--- src/rtl/ics32_flash_reader.sv ---
// SPI flash READ master: issues one read command for a start address, then streams
// little-endian DATA_WIDTH words over valid/ready. Optional FLASH_READER_FAST_READ_EN selects 0x0B + 8 dummy bits.
module ics32_flash_reader #(
  parameter int DATA_WIDTH      = 16,
  parameter int CSN_IDLE_CYCLES = 2
) (
  input  logic                  clk,
  input  logic                  reset,
  input  logic                  read_start,
  input  logic [23:0]           read_address,
  input  logic [15:0]           read_length,
  output logic                  busy,
  output logic [DATA_WIDTH-1:0] data,
  output logic                  data_valid,
  input  logic                  data_ready,
  output logic                  flash_sck,
  output logic                  flash_csn,
  output logic                  flash_mosi,
  input  logic                  flash_miso
);

  localparam int PW = $clog2(DATA_WIDTH);
  localparam int IW = $clog2(CSN_IDLE_CYCLES + 1);
`ifdef FLASH_READER_FAST_READ_EN
  localparam logic [7:0] READ_CMD = 8'h0B;
`else
  localparam logic [7:0] READ_CMD = 8'h03;
`endif

  typedef enum logic [2:0] {
    ST_IDLE  = 3'd0,
    ST_CMD   = 3'd1,
    ST_ADDR  = 3'd2,
    ST_DUMMY = 3'd3,
    ST_DATA  = 3'd4,
    ST_END   = 3'd5
  } state_t;

  state_t                state_r, state_s, hdr_next_s;
  logic [4:0]            bit_cnt_r, bit_cnt_s, hdr_last_s;
  logic [39:0]           tx_r, tx_s;
  logic [15:0]           word_cnt_r, word_cnt_s;
  logic [DATA_WIDTH-1:0] rx_r, rx_s, data_r, data_s;
  logic [IW-1:0]         idle_cnt_r, idle_cnt_s;
  logic                  data_valid_r, data_valid_s;
  logic                  busy_r, busy_s;
  logic                  sck_r, sck_s;
  logic                  csn_r, csn_s;
  logic                  mosi_r, mosi_s;
  logic [PW-1:0]         pos_s;

  // Bits arrive MSB-first within a byte, bytes fill the word from the low end.
  assign pos_s = PW'({bit_cnt_r[4:3], ~bit_cnt_r[2:0]});

  // Length and successor of the current command/address/dummy field.
  always_comb begin
    hdr_last_s = 5'd7;
    hdr_next_s = ST_ADDR;
    case (state_r)
      ST_CMD: begin
        hdr_last_s = 5'd7;
        hdr_next_s = ST_ADDR;
      end
      ST_ADDR: begin
        hdr_last_s = 5'd23;
`ifdef FLASH_READER_FAST_READ_EN
        hdr_next_s = ST_DUMMY;
`else
        hdr_next_s = ST_DATA;
`endif
      end
      ST_DUMMY: begin
        hdr_last_s = 5'd7;
        hdr_next_s = ST_DATA;
      end
      default: begin
        hdr_last_s = 5'd7;
        hdr_next_s = ST_ADDR;
      end
    endcase
  end

  // Next-state and next-output logic for the whole transaction.
  always_comb begin
    state_s    = state_r;
    bit_cnt_s  = bit_cnt_r;
    tx_s       = tx_r;
    word_cnt_s = word_cnt_r;
    rx_s       = rx_r;
    idle_cnt_s = idle_cnt_r;
    data_s     = data_r;
    busy_s     = busy_r;
    sck_s      = sck_r;
    csn_s      = csn_r;
    mosi_s     = mosi_r;
    if (data_valid_r && data_ready) begin
      data_valid_s = 1'b0;
    end else begin
      data_valid_s = data_valid_r;
    end
    case (state_r)
      ST_IDLE: begin
        csn_s  = 1'b1;
        sck_s  = 1'b0;
        busy_s = 1'b0;
        if (read_start && (read_length != 16'd0)) begin
          state_s    = ST_CMD;
          busy_s     = 1'b1;
          csn_s      = 1'b0;
          mosi_s     = READ_CMD[7];
          tx_s       = {READ_CMD[6:0], read_address, 9'd0};
          bit_cnt_s  = 5'd0;
          word_cnt_s = read_length;
        end else begin
          state_s = ST_IDLE;
        end
      end
      ST_CMD, ST_ADDR, ST_DUMMY: begin
        if (!sck_r) begin
          sck_s = 1'b1;
        end else begin
          sck_s  = 1'b0;
          mosi_s = tx_r[39];
          tx_s   = {tx_r[38:0], 1'b0};
          if (bit_cnt_r == hdr_last_s) begin
            bit_cnt_s = 5'd0;
            state_s   = hdr_next_s;
          end else begin
            bit_cnt_s = bit_cnt_r + 5'd1;
          end
        end
      end
      ST_DATA: begin
        if (!sck_r) begin
          // Hold the final bit of a word until the previous word is taken.
          if ((bit_cnt_r == 5'(DATA_WIDTH - 1)) && data_valid_r && !data_ready) begin
            sck_s = 1'b0;
          end else begin
            sck_s = 1'b1;
          end
        end else begin
          sck_s       = 1'b0;
          rx_s[pos_s] = flash_miso;
          if (bit_cnt_r == 5'(DATA_WIDTH - 1)) begin
            bit_cnt_s    = 5'd0;
            data_s       = rx_s;
            data_valid_s = 1'b1;
            if (word_cnt_r == 16'd1) begin
              state_s    = ST_END;
              idle_cnt_s = '0;
            end else begin
              word_cnt_s = word_cnt_r - 16'd1;
            end
          end else begin
            bit_cnt_s = bit_cnt_r + 5'd1;
          end
        end
      end
      ST_END: begin
        csn_s  = 1'b1;
        sck_s  = 1'b0;
        mosi_s = 1'b0;
        if (idle_cnt_r == IW'(CSN_IDLE_CYCLES)) begin
          state_s = ST_IDLE;
          busy_s  = 1'b0;
        end else begin
          idle_cnt_s = idle_cnt_r + IW'(1);
        end
      end
      default: begin
        state_s = ST_IDLE;
        busy_s  = 1'b0;
        csn_s   = 1'b1;
        sck_s   = 1'b0;
      end
    endcase
  end

  // State and output registers; reset aborts any transaction immediately.
  always_ff @(posedge clk) begin
    if (reset) begin
      state_r      <= ST_IDLE;
      bit_cnt_r    <= 5'd0;
      tx_r         <= 40'd0;
      word_cnt_r   <= 16'd0;
      rx_r         <= '0;
      idle_cnt_r   <= '0;
      data_r       <= '0;
      data_valid_r <= 1'b0;
      busy_r       <= 1'b0;
      sck_r        <= 1'b0;
      csn_r        <= 1'b1;
      mosi_r       <= 1'b0;
    end else begin
      state_r      <= state_s;
      bit_cnt_r    <= bit_cnt_s;
      tx_r         <= tx_s;
      word_cnt_r   <= word_cnt_s;
      rx_r         <= rx_s;
      idle_cnt_r   <= idle_cnt_s;
      data_r       <= data_s;
      data_valid_r <= data_valid_s;
      busy_r       <= busy_s;
      sck_r        <= sck_s;
      csn_r        <= csn_s;
      mosi_r       <= mosi_s;
    end
  end

  assign busy       = busy_r;
  assign data       = data_r;
  assign data_valid = data_valid_r;
  assign flash_sck  = sck_r;
  assign flash_csn  = csn_r;
  assign flash_mosi = mosi_r;

endmodule

--- config.mk ---
export PLATFORM = sky130hd
export DESIGN_NAME = ics32_flash_reader
export DESIGN_NICKNAME = d
export VERILOG_FILES = /design/src/rtl/ics32_flash_reader.sv
export SDC_FILE = /design/constraint.sdc
export NUM_CORES = 1
export LEC_CHECK = 0
export BUFFER_PORTS_ARGS = -buffer_cell sky130_fd_sc_hd__buf_2
export CORE_ASPECT_RATIO = 0.5
export CORE_MARGIN = 1.5
export CORE_UTILIZATION = 45
export CTS_CLUSTER_DIAMETER = 50
export DETAILED_ROUTE_END_ITERATION = 10
export GPL_ROUTABILITY_DRIVEN = 0
export GPL_TIMING_DRIVEN = 1
export PLACE_DENSITY_LB_ADDON = 0.2
export SYNTH_ARGS = -nofsm -noshare
export SYNTH_HDL_FRONTEND = slang
export SYNTH_SLANG_ARGS = --single-unit
export TNS_END_PERCENT = 30
--- constraint.sdc ---
create_clock -name clk -period 4.8 [get_ports clk]
set_clock_uncertainty 0.1 [all_clocks]
set_input_delay 0.96 -clock clk [delete_from_list [all_inputs] [get_ports clk]]
set_output_delay 0.96 -clock clk [all_outputs]
set_load 0.01 [all_outputs]
Yosys cells after proc, flatten, opt, wreduce, memory -nomap -nowiden
Index checks and enable logic that the tools add are counted.
W data, S select, Z words.

storage, ports and cells
  register bits = 103
  input port bits = 45
  output and inout bits = 21
  word-level logic and storage cells = 110

operators by class
  add/sub/neg operators = 3
  $lt $le $gt $ge = 2
  equal/unequal tests = 18
  multiplexer cells = 48
  bitwise gates (word level) = 2
  reductions and logical operators = 25

operator list
  operator                 count
  $mux W40                 2
  $pmux W40 S2             1
  $mux W16                 4
  $pmux W16 S2             1
  $mux W5                  6
  $mux W3                  7
  $ne A2 B2 Y1 const B     9
  $bwmux W16               1
  $eq A16 B1 Y1 const B    1
  $reduce_bool A16 Y1      1
  $sub A16 B1 Y16 const B  1
  $pmux W5 S3              1
  $mux W1                  14
  $pmux W3 S4              1
  $reduce_and A5 Y1        2
  $reduce_and A3 Y1        3
  $mux W2                  4
  $eq A3 B2 Y1 const B     2
  $eq A3 B3 Y1 const B     2
  $pmux W1 S3              2
  $reduce_and A6 Y1        1
  $reduce_bool A2 Y1       3
  $reduce_bool A3 Y1       2
  $add A5 B1 Y5 const B    1
  20 further kinds         26

Logic depth before layout (Yosys ltp)
Gate-level depths: netlist of run 1.

  depth in word-level cells = 6
  mapped depth = 12
  mapped depth without buffers = 9

Least setup slack after synthesis of run 1
OpenSTA, ideal clock, no wires.

  path type = input-to-reg
  start = in read_length[0]
  end = reg word_cnt_r[3]
  setup time = 0.135 ns
  arrival = 2.408 ns
  required time = 4.565 ns
  slack = 2.158 ns
  stages on the path = 6
  buffers on the path = 1
  path through = nor4_1 a41oi_4 o22ai_2 buf_2 mux2i_1 o21ai_0

between the ends
  cells in the longest elaborated chain, start to end = 4

RTL lines
  item                                RTL line  RTL
  from (decl)                         11        input logic [15:0] read_length,
  $reduce_bool A16 Y1                 106       if (read_start && (read_length != 16'd0)) begin
  $logic_and A1 B1 Y1                 106
  $ne A2 B2 Y1 (no source line)       -
  $reduce_and A5 Y1 (no source line)  -
  to (signal assigned)                198       word_cnt_r <= word_cnt_s;
  to (decl)                           42        logic [15:0] word_cnt_r, word_cnt_s;

Every way passes these cells.
A chain may end at the register's enable or synchronous reset.

Final worst setup path of run 1
Same ends and word-level chain as after synthesis.

==> results.py, run 1 <==
metrics = {
    "die": {
        "pin_count": 66,
        "start_util_pct": 47.7,
        "die_w_um": 147,
        "dieHeight_um": 74.8,
        "core_mm2": 0.00973,
        "row_count": 25,
        "die_area_mm2": 0.0110,
    },
    "sta": {
        "fin_crit_sh_pct": 58.7,
        "holdWs_ns": 0.359,
        "finalMaxSlewViolations": 0,
        "setup_viol": 0,
        "rsz0062_at_grt": "false",
        "setup_tns_ns": 0,
        "worst-slew-pin-transition_ns": 1.07,
        "fmaxAchievable_mhz": 355,
        "hold_viol": 0,
        "period_minus_slack_ns": 2.82,
        "maxSlewHeadroom_pct": 28.4,
    },
    "detailed_routing": {
        "routed_wirelength_mm": 10.3,
        "ant_nets": 0,
        "num_vias": 4149,
        "drc": 0,
        "drtIter0Drc": 277,
        "via_per_inst": 5.47,
        "routedWlPerCell_um": 13.6,
        "drt_pass1_iterations": 5,
    },
    "cells_and_area": {
        "layout_common_cells": "94 x dfxtp_1, 87 x nand2_1, 77 x nor2_1, 65 x buf_2, 41 x a21oi_1",
        "drive_above_1_share_pct": 16.2,
        "layout_commonest_cell": "dfxtp_1",
        "seqCellArea_mm2": 0.00188,
        "multi_input_area_mm2": 0.00253,
        "nFillCells": 933,
        "synthToLayoutAreaGrowth_pct": 13.9,
        "diodes": 0,
        "final_nets": 673,
    },
    "yosys": {
        "syn_area_per_cell_um2": 7.91,
        "synth_top_family_by_area": "simple AND/OR/NAND/NOR gates",
        "ys_warn_count": 0,
        "synthFlopType": "dfxtp_1",
        "synth-xor-area-share_pct": 0.377,
        "syn_inst": 587,
        "synth_adder_area_share_pct": 2.43,
        "synthMuxAreaShare_pct": 4.31,
        "synth_fp_nets": 641,
        "synthTopCellsByArea": "dfxtp_1 41%, nand2_1 7.0%, nor2_1 6.2%",
        "synth-simple-area-share_pct": 25.8,
        "synth_top_area_share_pct": 40.5,
        "synthDistinctLibCells": 51,
        "syn_area_mm2": 0.00464,
        "yosysTopAreaCell": "dfxtp_1",
        "synth_compound_area_share_pct": 21.1,
        "seq_area_frac_synth_pct": 40.5,
        "synth_seq_cells": 94,
        "synthArstFlopShare_pct": 0,
        "synth_edf_count": 0,
    },
    "clock_network": {
        "htreeDepth": 3,
        "clock_sinks": 94,
        "cts_tree": "yes",
        "clock_latency_ns": 0.34,
        "postCtsSetupBuffers": 0,
        "clockBufferDepth": 2,
        "cts_buffers": 9,
        "cts_root_buf": "clkbuf_16",
        "hold_buffers": 0,
        "cts_resized": 0,
        "path_clk_slew_ns": 0.06,
    },
    "global_routing": {
        "antenna_found_initial": 0,
        "grt_pass1_vias": 3683,
        "grt_start_max_net_pins": 90,
        "overflow": 0,
        "grt.total_usage_pct": 19.4,
        "grt_pass1_wl_mm": 17.3,
    },
    "hold_path": {
        "hp-class": "reg -> reg",
    },
    "outcome": {
        "status": "finished clean",
    },
    "setup_path": {
        "critPathRequiredTime_ns": 4.89,
        "worst-path-buf-inv": 2,
        "cpLargestDelayFamily": "compound AO/OA/AOI/OAI gates",
        "path_cells": "buf_2 -> nor4_1 -> a41oi_4 -> o22ai_2 -> buf_4 -> mux2i_1 -> o21ai_0",
        "path_class": "in -> reg",
        "cp_slowest_cell": "nor4_1",
        "critPathLaunchType": "primary input",
        "cp-end-kind": "flip-flop",
        "critPathMaxStageDelay_ns": 0.61,
        "cp.arrival_ns": 2.91,
        "path_max_fanout": 29,
    },
    "place": {
        "port_buffers": 65,
        "hpwlAfterDp_mm": 6.76,
    },
    "power_and_ir_drop": {
        "power.density_mw_per_mm2": 485,
        "peakVddDrop_v": 0.000197,
        "leakage_nw": 2.02,
        "power.total_w": 0.00257,
    },
    "job": {
        "cap_violations": 0,
    },
}
## synthesized netlist by cell type (3+ instances only)
| library cell | count |
|---|---|
| and2_1 | 3 |
| o31ai_1 | 7 |
| ha_1 | 9 |
| nor4_1 | 12 |
| o21ai_0 | 20 |
| inv_1 | 10 |
| dfxtp_1 | 94 |
| nor2_1 | 77 |
| a311oi_1 | 29 |
| clkbuf_1 | 39 |
| mux2i_1 | 20 |
| nor2b_1 | 6 |
| nand3b_1 | 4 |
| a22oi_1 | 4 |
| or2_2 | 5 |
| a211oi_1 | 21 |
| nand2_1 | 87 |
| a21oi_1 | 41 |
| or3_1 | 7 |
| nand3_1 | 26 |
| nand2b_1 | 8 |
| nor3_1 | 14 |
| buf_2 | 8 |
## kinds of logic (layout without fill, tap and decap cells)
| family | after synthesis | after routing |
|---|---|---|
| buf+inv | 61 | 98 |
| xor+xnor | 2 | 2 |
| flops | 94 | 94 |
| simple gates | 260 | 260 |
| fa+ha+maj | 9 | 9 |
| compound gates | 141 | 141 |
| mux | 20 | 20 |
## registers in the layout (all words and copies together), names as in the netlist
name / flops
bit_cnt_r: 5
busy: 1
data: 16
data_valid: 1
flash_csn: 1
flash_mosi: 1
flash_sck: 1
idle_cnt_r: 2
rx_r: 16
state_r: 3
tx_r: 31
word_cnt_r: 16
## layout make-up
type	instances	share of cell area [%]
multi-input combinational	432	47.9
inverter	10	0.710
timing repair buffer	72	7.15
clock inverter	4	0.568
tap	135	3.19
clock buffer	12	4.85
sequential	94	35.6
## path summary, 6_finish.rpt
check                               startpoint             end  slack, ns  cells after the start
worst max register to register    bit_cnt_r[1]  word_cnt_r[14]       2.11                     10
worst min register to register        tx_r[37]        tx_r[37]       0.36                      2
worst max-delay path            read_length[0]   word_cnt_r[3]       1.98                      7
worst min-delay path                  tx_r[37]        tx_r[37]       0.36                      2
## stage by stage
step	std cells	utilization [%]	setup slack [ns]	area, um2
floorplan	587	-	2.16	4640
global placement	743	51.4	1.65	5000
detailed placement	743	51.4	1.63	5000
CTS	759	54.4	1.99	5290
global route	759	54.4	1.80	5290
finish	759	54.4	1.98	5290
## power by group
group / switching (W) / internal [W] / total (W) / leakage, nW
logic: 0.000536 / 0.000314 / 0.000850 / 1.11
clock network: 0.000293 / 0.000381 / 0.000674 / 0.139
registers: 0.000125 / 0.000917 / 0.00104 / 0.767
total: 0.000954 / 0.00161 / 0.00257 / 2.02
## worst register-to-register path, cell delays in order (launching register included)
cell and delay (ns):
dfxtp_1 0.39, ha_1 0.38, nand3_1 0.21, inv_1 0.12
ha_1 0.17, inv_1 0.10, nor3_2 0.28, o22ai_2 0.11
buf_4 0.24, or3_1 0.39, a21oi_1 0.13
## metal layers
layer	part of all wire, %	wire length [um]	vias up	GRT usage [%]
li1	-	-	2154	-
met1	51	5220	1876	26.6
met2	42	4390	108	31.0
met3	5.8	598	11	4.24
met4	1.1	115	0	6.06
met5	0	0	-	0
Power figures use the tool's default switching activity.
==> run 2, diff against run 1 <==
==> constraint.sdc (replaced) <==
create_clock -name clk -period 2.29 [get_ports clk]
set_clock_uncertainty 0.1 [all_clocks]
set_input_delay 0.458 -clock clk [delete_from_list [all_inputs] [get_ports clk]]
set_output_delay 0.458 -clock clk [all_outputs]
set_load 0.01 [all_outputs]
==> results.py, run 2 (same netlist as run 1, synthesis figures left out) <==
metrics = {
    "outcome": {
        "status": "finished clean",
    },
    "power_and_ir_drop": {
        "leakage_nw": 2.21,
        "peakVddDrop_v": 0.000518,
        "power.total_w": 0.00576,
        "power.density_mw_per_mm2": 1030,
    },
    "detailed_routing": {
        "drt_pass1_iterations": 4,
        "drtIter0Drc": 239,
        "via_per_inst": 5.43,
        "drc": 0,
        "ant_nets": 0,
        "num_vias": 4273,
        "routedWlPerCell_um": 13.7,
        "routed_wirelength_mm": 10.8,
    },
    "clock_network": {
        "path_clk_slew_ns": 0.07,
        "postCtsSetupBuffers": 0,
        "clock_sinks": 94,
        "clockBufferDepth": 2,
        "cts_resized": 0,
        "cts_buffers": 9,
        "hold_buffers": 0,
        "cts_tree": "yes",
        "cts_root_buf": "clkbuf_16",
        "clock_latency_ns": 0.34,
        "htreeDepth": 3,
    },
    "cells_and_area": {
        "diodes": 0,
        "drive_above_1_share_pct": 20.2,
        "largest_reg_flops": 31,
        "final_nets": 702,
        "stdcell_area_mm2": 0.00559,
        "layout_common_cells": "93 x dfxtp_1, 87 x nand2_1, 77 x nor2_1, 65 x buf_2, 41 x a21oi_1",
        "top_register": "tx_r",
        "synthToLayoutAreaGrowth_pct": 20.4,
        "layout_commonest_cell": "dfxtp_1",
        "nFillCells": 922,
    },
    "die": {
        "die_w_um": 147,
        "die_area_mm2": 0.0110,
        "start_util_pct": 47.7,
        "dieHeight_um": 74.8,
        "row_count": 25,
        "pin_count": 66,
        "core_mm2": 0.00973,
    },
    "global_routing": {
        "grt_pass1_vias": 3826,
        "antenna_found_initial": 0,
        "busiest_layer": "met2",
        "grt_start_max_net_pins": 54,
        "overflow": 0,
        "grt.total_usage_pct": 20.4,
        "met3_usage_pct": 4.97,
        "use_met2_pct": 33.2,
        "grt_pass1_wl_mm": 18.1,
        "met1_usage_pct": 27.5,
    },
    "sta": {
        "period_minus_slack_ns": 2.16,
        "fin_crit_sh_pct": 94.2,
        "finalMaxSlewViolations": 0,
        "rsz0062_at_grt": "true",
        "worst_slack_ns": 0.133,
        "maxSlewHeadroom_pct": 60.7,
        "setup_viol": 0,
        "worst-slew-pin-transition_ns": 0.589,
        "fmaxAchievable_mhz": 464,
        "hold_viol": 0,
        "setup_tns_ns": 0,
    },
    "job": {
        "cap_violations": 0,
    },
    "hold_path": {
        "hp-class": "in -> reg",
        "hp-start": "read_address[0]",
        "min_delay_path_depth": 3,
        "holdPathEnd": "tx_r[9]",
    },
    "setup_path": {
        "critPathRequiredTime_ns": 2.46,
        "rrSetupSlack_ns": 0.13,
        "cp.arrival_ns": 2.33,
        "reg2reg_depth": 10,
        "cp-end-kind": "flip-flop",
        "r2r-start": "bit_cnt_r[1]",
        "path_max_fanout": 26,
        "path_class": "reg -> reg",
        "critPathLaunchType": "flip-flop",
        "worstReg2RegEnd": "word_cnt_r[14]",
    },
    "place": {
        "port_buffers": 65,
        "dp_slack_ns": -0.0120,
        "hpwlAfterDp_mm": 7.33,
        "place_area_mm2": 0.00529,
    },
}
run 2: cell types whose count changed in the layout (fill, tap and decap cells not counted), sizes merged:
cell | before | now
clkbuf | 12 | 9
clkinv | 2 | 1
buf | 72 | 101
inv | 11 | 13
bufinv | 0 | 1
run 2: how the worst max path moves through the flow:
stage | from | end | slack [ns] | cells after the start
after floorplan | bit_cnt_r[0] | word_cnt_r[14] | 0.01 | 11
after global placement | read_start | bit_cnt_r[2] | 0.09 | 7
after detailed placement | read_start | tx_r[12] | -0.01 | 8
after CTS | bit_cnt_r[1] | word_cnt_r[14] | 0.09 | 10
after global routing | bit_cnt_r[1] | data[4] | -0.007 | 9
final | bit_cnt_r[1] | word_cnt_r[14] | 0.13 | 10
run 2: routing by layer:
layer  vias to the layer above  wire length, um
met4                         0               99
li1                       2223                -
met5                         -                0
met3                        10              486
met1                      1959             5490
met2                        81             4710
run 2: worst max-delay path, cell delays in order (launching register included):
cell and delay, ns:
dfxtp_2 0.35, ha_1 0.17, nand3_1 0.11, inv_1 0.08, ha_1 0.16, inv_1 0.08
nor3_4 0.25, o22ai_2 0.13, buf_12 0.18, or3_1 0.37, a21oi_1 0.12
run 2: report_power, final:
part,switching [W],leakage [nW],total (W),internal (W)
clock network,0.000657,0.143,0.00151,0.000850
registers,0.000200,0.767,0.00212,0.00192
logic,0.00124,1.30,0.00213,0.000889
total,0.00210,2.21,0.00576,0.00366
run 2: area by class of cell:
| cell class | count | area, um2 | area share (%) |
|---|---|---|---|
| Timing Repair Buffer | 101 | 658 | 11.8 |
| Inverter | 10 | 37.5 | 0.672 |
| Multi-Input combinational cell | 432 | 2550 | 45.6 |
| Sequential cell | 94 | 1880 | 33.7 |
| Clock buffer | 9 | 225 | 4.03 |
| Clock inverter | 6 | 68.8 | 1.23 |
| Tap cell | 135 | 169 | 3.02 |
run 2: through the flow:
stage          std cells  util (%)  hold slack (ns)
3_3_place_gp         772      54.4            0.336
3_5_place_dp         772      54.4            0.346
4_1_cts              787      57.4            0.261
6_report             787      57.5            0.265
5_1_grt              787      57.5            0.271
2_1_floorplan        587         -            0.327
